<file path="config.mk">
export PLATFORM = sky130hd
export DESIGN_NAME = camo_key_loader
export DESIGN_NICKNAME = d
export VERILOG_FILES = /design/src/rtl/camo_key_pkg.sv /design/src/rtl/camo_key_timer.sv /design/src/rtl/camo_key_loader.sv
export SDC_FILE = /design/constraint.sdc
export NUM_CORES = 1
export LEC_CHECK = 0
export CORE_ASPECT_RATIO = 0.5
export CORE_UTILIZATION = 56
export CTS_CLUSTER_DIAMETER = 30
export DETAILED_ROUTE_END_ITERATION = 12
export PLACE_DENSITY_LB_ADDON = 0.15
export SYNTH_ARGS = -nofsm -noshare
export SYNTH_HDL_FRONTEND = slang
export SYNTH_HIERARCHICAL = 1
export SYNTH_SLANG_ARGS = --single-unit
</file>
<file path="constraint.sdc">
create_clock -name i_clk -period 2.4 [get_ports i_clk]
set_clock_uncertainty 0.2 [all_clocks]
set_input_delay 0.48 -clock i_clk [delete_from_list [all_inputs] [get_ports i_clk]]
set_output_delay 0.48 -clock i_clk [all_outputs]
set_load 0.02 [all_outputs]
</file>
<file path="src/rtl/camo_key_pkg.sv">
// Shared types and helpers for the camouflage key loader.
// Holds the loader state encoding, the default key width and the parity helper.
package camo_key_pkg;

    typedef enum logic [1:0] {
        IDLE  = 2'd0,
        SHIFT = 2'd1,
        CHECK = 2'd2
    } state_t;

    localparam int KEY_W_DEFAULT = 12;

    // Even-parity bit of a key; zero-extension leaves the result unchanged for narrower keys.
    function automatic logic even_par(input logic [63:0] key);
        return ^key;
    endfunction

endpackage

</file>
<file path="src/rtl/camo_key_timer.sv">
// Idle-timeout counter for the key frame receiver.
// o_expired flags the idle cycle on which the count reaches TIMEOUT.
module camo_key_timer #(
    parameter int TIMEOUT = 16
) (
    input  logic i_clk,
    input  logic i_rst,
    input  logic i_clr,
    input  logic i_en,
    output logic o_expired
);

    localparam int TW = $clog2(TIMEOUT + 1);

    logic [TW-1:0] r_count;

    // Saturating count so the timer can never wrap back into the accepting range.
    always_ff @(posedge i_clk) begin
        if (i_rst || i_clr) begin
            r_count <= '0;
        end else if (i_en && (r_count != TW'(TIMEOUT))) begin
            r_count <= r_count + TW'(1);
        end
    end

    assign o_expired = i_en && (r_count >= TW'(TIMEOUT - 1));

endmodule

</file>
<file path="src/rtl/camo_key_loader.sv">
// Serial-in key loader: stages a parity-protected frame in a shadow register and
// commits it to the camouflage key bus only after the frame checks clean.
module camo_key_loader
    import camo_key_pkg::*;
#(
    parameter int               KEY_W      = KEY_W_DEFAULT,
    parameter int               TIMEOUT    = 16,
    parameter logic [KEY_W-1:0] KEY_RST    = '0,
    parameter int               WRITE_ONCE = 1
) (
    input  logic             i_clk,
    input  logic             i_rst,
    input  logic             i_load_start,
    input  logic             i_bit_valid,
    input  logic             i_bit_data,
    output logic             o_bit_ready,
    output logic [KEY_W-1:0] o_key_out,
    output logic             o_load_busy,
    output logic             o_load_done,
    output logic             o_load_err,
    output logic             o_key_locked
);

    localparam int CW = $clog2(KEY_W + 1);

    state_t           r_state;
    logic [KEY_W-1:0] r_shadow;
    logic             r_parity;
    logic [CW-1:0]    r_cnt;
    logic [KEY_W-1:0] r_key;
    logic             r_done;
    logic             r_err;
    logic             r_locked;

    logic w_xfer;
    logic w_timerClr;
    logic w_timerEn;
    logic w_expired;

    assign o_bit_ready = (r_state == SHIFT) && !i_load_start;
    assign w_xfer      = i_bit_valid && o_bit_ready;
    assign w_timerClr  = (r_state != SHIFT) || w_xfer || i_load_start;
    assign w_timerEn   = (r_state == SHIFT) && !w_xfer && !i_load_start;

    camo_key_timer #(
        .TIMEOUT(TIMEOUT)
    ) u_timer (
        .i_clk    (i_clk),
        .i_rst    (i_rst),
        .i_clr    (w_timerClr),
        .i_en     (w_timerEn),
        .o_expired(w_expired)
    );

    // A restart in SHIFT takes priority over both a bit transfer and the timeout abort.
    always_ff @(posedge i_clk) begin
        if (i_rst) begin
            r_state  <= IDLE;
            r_shadow <= '0;
            r_parity <= 1'b0;
            r_cnt    <= '0;
            r_key    <= KEY_RST;
            r_done   <= 1'b0;
            r_err    <= 1'b0;
            r_locked <= 1'b0;
        end else begin
            r_done <= 1'b0;
            r_err  <= 1'b0;
            case (r_state)
                IDLE: begin
                    if (i_load_start) begin
                        if (r_locked) begin
                            r_err <= 1'b1;
                        end else begin
                            r_state  <= SHIFT;
                            r_shadow <= '0;
                            r_cnt    <= '0;
                        end
                    end
                end
                SHIFT: begin
                    if (i_load_start) begin
                        r_shadow <= '0;
                        r_cnt    <= '0;
                    end else if (w_xfer) begin
                        if (r_cnt < CW'(KEY_W)) begin
                            for (int i = 0; i < KEY_W; i++) begin
                                if (r_cnt == CW'(i)) begin
                                    r_shadow[i] <= i_bit_data;
                                end
                            end
                        end else begin
                            r_parity <= i_bit_data;
                            r_state  <= CHECK;
                        end
                        r_cnt <= r_cnt + CW'(1);
                    end else if (w_expired) begin
                        r_state <= IDLE;
                        r_err   <= 1'b1;
                    end
                end
                CHECK: begin
                    if (even_par(64'(r_shadow)) == r_parity) begin
                        r_key    <= r_shadow;
                        r_done   <= 1'b1;
                        r_locked <= r_locked || (WRITE_ONCE != 0);
                    end else begin
                        r_err <= 1'b1;
                    end
                    r_state <= IDLE;
                end
                default: r_state <= IDLE;
            endcase
        end
    end

    assign o_key_out    = r_key;
    assign o_load_busy  = (r_state != IDLE);
    assign o_load_done  = r_done;
    assign o_load_err   = r_err;
    assign o_key_locked = r_locked;

endmodule

</file>
Word-level counts from Yosys, hierarchy flattened --
Cells that the tools add are included.
Operators by class: muxes and demuxes 38, add/subtract/negate cells 2, equal/unequal tests 35, $lt $le $gt $ge 2, bitwise logic cells 3, reductions and logical operators 33
Operator list (count):
- AND reduction 6 bit | 12
- parity 64 bit | 1
- 2-to-1 mux 12 bit | 5
- != test 3 x 2 -> 1 bit, second input constant | 14
- case mux 12 bit (2 select lines) | 1
- 2-to-1 mux 1 bit | 19
- equality test 4 x 3 -> 1 bit, second input constant | 4
- equality test 4 bit, second input constant | 4
- 2-to-1 mux 4 bit | 4
- 2-to-1 mux 2 bit | 6
- equality test 4 x 2 -> 1 bit, second input constant | 2
- case mux 4 bit (2 select lines) | 1
- AND reduction 4 bit | 2
- logical AND 1 bit | 6
- != test 2 bit, second input constant | 3
- != test 3 bit, second input constant | 2
- adder 5 x 1 -> 5 bit, second input constant | 1
- greater-or-equal comparator 5 x 4 -> 1 bit, second input constant | 1
- != test 5 bit, second input constant | 1
- AND reduction 5 bit | 1
- adder 4 x 1 -> 4 bit, second input constant | 1
- equality test 4 x 1 -> 1 bit, second input constant | 1
- logical NOT 4 bit | 1
- < comparator 4 bit, second input constant | 1
- other kinds (13) | 19
Word-level totals: output and inout bits 17, word-level logic and storage cells 133, flip-flop bits (word level) 39

Longest topological paths before layout --
Gate-level depths: netlist (run 1).
depth in word-level cells 11, mapped depth 8, depth with buffers taken out 8

Cells and area by module --
The synthesis (run 1) kept the hierarchy.
Modules (own cells, without submodules):
- camo_key_loader | cells an instance 194, times used 1, area each 1790.5 µm², sequential area each 680.7 µm²
- camo_key_timer | cells an instance 33, times used 1, area each 287.8 µm², sequential area each 100.1 µm²

Worst setup path before layout (run 1) --
Ideal clock, no wire load.
path type input to register, from input port i_load_start, to register r_shadow[4], required time 2.129 ns, setup time 0.071 ns, cell stages on the path 6, data arrival time 1.755 ns, path slack 0.374 ns, path through buf_2 > nor2_2 > nand2_1 > clkbuf_1 > or4_1 > a21oi_1
On the way: cells in the longest elaborated chain, start to end 5
RTL lines:
- start: declaration | line camo_key_loader.sv:13 | input logic i_load_start,
- logical NOT 1 bit | line camo_key_loader.sv:40 | assign o_bit_ready = (r_state == SHIFT) && !i_load_start;
- logical AND 1 bit | line camo_key_loader.sv:40
- named net o_bit_ready | line camo_key_loader.sv:16 | output logic o_bit_ready,
- logical AND 1 bit | line camo_key_loader.sv:41 | assign w_xfer = i_bit_valid && o_bit_ready;
- != test 3 bit (no line)
- AND reduction 6 bit (no line)
- end signal: indexed assignment | line camo_key_loader.sv:89 | r_shadow[i] <= i_bit_data;
- end: declaration | line camo_key_loader.sv:27 | logic [KEY_W-1:0] r_shadow;
The timed path passes the listed nets, and every way through them passes these cells. A chain may end at the register's enable or synchronous reset.

Worst setup path in the final report (run 1) --
from input port i_load_start, to register r_shadow[2]
On the way: cells in the longest elaborated chain, start to end 5
RTL lines (line):
- logical NOT 1 bit | camo_key_loader.sv:40
- logical AND 1 bit | camo_key_loader.sv:40
- logical AND 1 bit | camo_key_loader.sv:41
- != test 3 bit (no line)
- AND reduction 6 bit (no line)
Several ways; a longest one is shown, not always the timed one.

==> run_results.csv, run 1 <==
group,metric,value,unit
power_and_ir_drop,internal_power,1000,uW
grt,grt_pass1_vias,1491,
power_and_ir_drop,p_leak,0.000994,uW
power_and_ir_drop,vdd_drop_max,348,uV
synthesis,synth-edff-count,0,
timing,rsz0062_at_grt,"false",
min_path,holdPathStages,2,
placement,dp_slack,-168,ps
power_and_ir_drop,power_frac_seq,50.2,%
timing,slew_viol_final,0,
power_and_ir_drop,total_power,1300,uW
placement,portBuffers,21,
power_and_ir_drop,p_per_area,516,nW/um^2
grt,grt_overflow_total,0,
synthesis,ys_types,41,
critical_path,critPathTopFamily,"buffers and inverters",
critical_path,crit_start,"i_load_start",
clock_tree,insertion_delay,300,ps
grt,grt_first_pass_wirelength,7.11,mm
detailed_routing,routed_via_density,5.48,
layout,area_growth,21.5,%
detailed_routing,drt_first_pass_iters,4,
layout,drive_gt1_share,15.1,%
min_path,hp-start,"o_key_out[5]",
flow_run,cap_violations,0,
die,core-area,3490,sq um
critical_path,crit_chain,"clkdlybuf4s50_1 > nor2_1 > o21a_1 > nor4_1 > mux2_2 > nor2_1",
critical_path,r2r_cells,5,
clock_tree,clk_pin_slew,80,ps
min_path,min_path_type,"reg2reg",
synthesis,syn_nets,239,
power_and_ir_drop,pwr-share-clk,42.4,%
timing,hold_slack,274,ps
synthesis,synth_area,2080,sq um
die,dieArea,3970,sq um
synthesis,synth_seq_area_share,37.6,%
detailed_routing,wirelength,4.23,mm
timing,worst_pin_slew,413,ps
synthesis,synth_warnings,6,
critical_path,cp.depth,6,
layout,final_cell_mix,"39 x dfxtp_1, 32 x nand2b_1, 20 x clkdlybuf4s50_1, 18 x nand2_1, 16 x buf_4",
detailed_routing,ant_nets,0,
die,initial_core_util,59.5,%
die,boundaryPins,22,
clock_tree,clock-sinks,39,
synthesis,async_flop_share,0,%
die,die_height,45.1,um
detailed_routing,vias,1699,
critical_path,crit_path_end_kind,"flip-flop",
grt,antenna_found_initial,0,
detailed_routing,drc_errors,0,
timing,period_share,95.1,%
power_and_ir_drop,p_sw,299,uW
timing,hold_viol_final,0,
synthesis,yosys_register_bits,39,
clock_tree,cts_buffer_depth,2,
timing,finalWorstSetupSlack,117,ps
synthesis,syn_inst,227,
layout,postLayoutCoreUtil,72.3,%
power_and_ir_drop,power_frac_comb,7.4,%
critical_path,start_kind,"input pin",
clock_tree,cts_root_buffer,"clkbuf_8",
critical_path,critPathSlowestCell,"clkdlybuf4s50_1",
power_and_ir_drop,swShare,23.0,%
layout,antenna_cells,0,
critical_path,critPathKind,"in2reg",
run_status,outcome,"finished clean",
layout,nets,270,
die,rows,15,
grt,grt_usage,24.6,%
clock_tree,cts_tree,"built",
placement,dpl.hpwl,3.12,mm
critical_path,required,2440,ps
grt,grt_max_degree,25,
die,die_x,88.2,um
layout,final_common_cell,"dfxtp_1",
timing,relSlewSlack,72.4,%
placement,gp_congestion,0.837,
timing,setup_viol,0,
critical_path,cp.buffers_inverters,1,
clock_tree,htreeDepth,2,
critical_path,worstPathArrival,2320,ps
critical_path,slowest_delay,620,ps
layout,fillers,289,
timing,fmax,438,MHz
clock_tree,cts_hold_buffers,0,
clock_tree,cts_buffers,5,
timing,fin_crit,2280,ps
critical_path,crit_top_cell,"nor2_1",
detailed_routing,wl_per_cell,13.6,um
timing,fin_setup_tns,0,ps
critical_path,r2r-start,"r_parity",
synthesis,synth-main-ff-cell,"dfxtp_1",
detailed_routing,detail_route.iter0.violations,114,
synthesis,avgSynthCellArea,9.16,sq um
critical_path,crit_fanout,13,
-- cells by family after synthesis --
logic type	Yosys count	share of synthesized area, %
and+or+nand+nor	101	27.0
muxes	21	10.5
DFF	39	37.6
xor gates and xnor gates	13	8.19
AOI/OAI and AO/OA	25	8.31
buffers and inverters	21	4.27
adders and majority gates	7	4.21
-- power groups by stage --
| stage | logic (uW) | clock network [uW] | registers, uW |
|---|---|---|---|
| 2_1_floorplan | 58.7 | 0 | 668 |
| 3_3_place_gp | 93.7 | 0 | 669 |
| 3_5_place_dp | 96.5 | 0 | 670 |
| 4_1_cts | 96.1 | 567 | 654 |
| 5_1_grt | 105 | 594 | 655 |
| 6_report | 96.9 | 552 | 654 |
-- through the flow --
step / cells / area [sq um]
finish: 310 / 2520
global placement: 302 / 2410
CTS: 310 / 2520
detailed placement: 302 / 2410
floorplan: 227 / 2080
global route: 310 / 2520
-- synth_stat cells (3+ instances only) --
library cell  instances  area, sq um
dfxtp_1              39          781
nand2b_1             32          200
nand2_1              18         67.6
mux2i_1              15          150
nor2_1               15         56.3
a21oi_1              11         55.1
clkbuf_1             10         37.5
inv_1                 8         30.0
ha_1                  7         87.6
nor3_1                7         35.0
xnor2_1               7         61.3
mux2_2                6         67.6
o311ai_0              6         52.6
or4_1                 6         45.0
nand3b_1              4         30.0
nand3_1               3         15.0
nor4_1                3         18.8
xnor3_1               3         67.6
-- metal layers --
metal / up-vias / GRT usage, % / routed length (um)
li1: 841 / - / -
met1: 808 / 32.8 / 2100
met2: 42 / 38.9 / 1860
met3: 8 / 6.03 / 185
met4: 0 / 10.6 / 75
met5: - / 0 / 0
-- path summary, 6_finish.rpt --
path | to | slack [ps]
worst min register to register | o_key_out[5] | 270
worst min-delay path | o_key_out[5] | 270
worst max-delay path | r_shadow[2] | 120
worst max register to register | o_key_out[4] | 290
-- worst min-delay path, delay by kind of cell, from the launching register on --
kind             cells  cell delay, ps
flip-flops           1             310
multiplexers         1              60
AND/OR/NAND/NOR      1              60
-- flip-flops by register name, summed over array words and instances, names as in the netlist --
| name | flops |
|---|---|
| r_state | 2 |
| o_key_out | 12 |
| o_key_locked | 1 |
| r_shadow | 12 |
| u_timer/r_count | 5 |
| o_load_done | 1 |
| r_cnt | 4 |
| r_parity | 1 |
| o_load_err | 1 |
-- layout make-up --
cell class	count	area, sq um	area share, %
Clock inverter	3	43.8	1.73
Timing Repair Buffer	37	329	13.0
Tap cell	51	63.8	2.53
Multi-Input combinational cell	167	1210	47.9
Clock buffer	5	68.8	2.73
Sequential cell	39	781	30.9
Inverter	8	30.0	1.19
-- timing repair --
item	4_1_cts	5_1_grt
buffers inserted	0	0
endpoints found under the setup margin	1	0
gates resized for setup	1	0
Power figures use the tool's default switching activity.
==> run 2: changes to the inputs <==
- TNS_END_PERCENT: unset -> 50
==> results of run 2 <==
The final DEF is identical to that of run 1; final timing and power are the same.
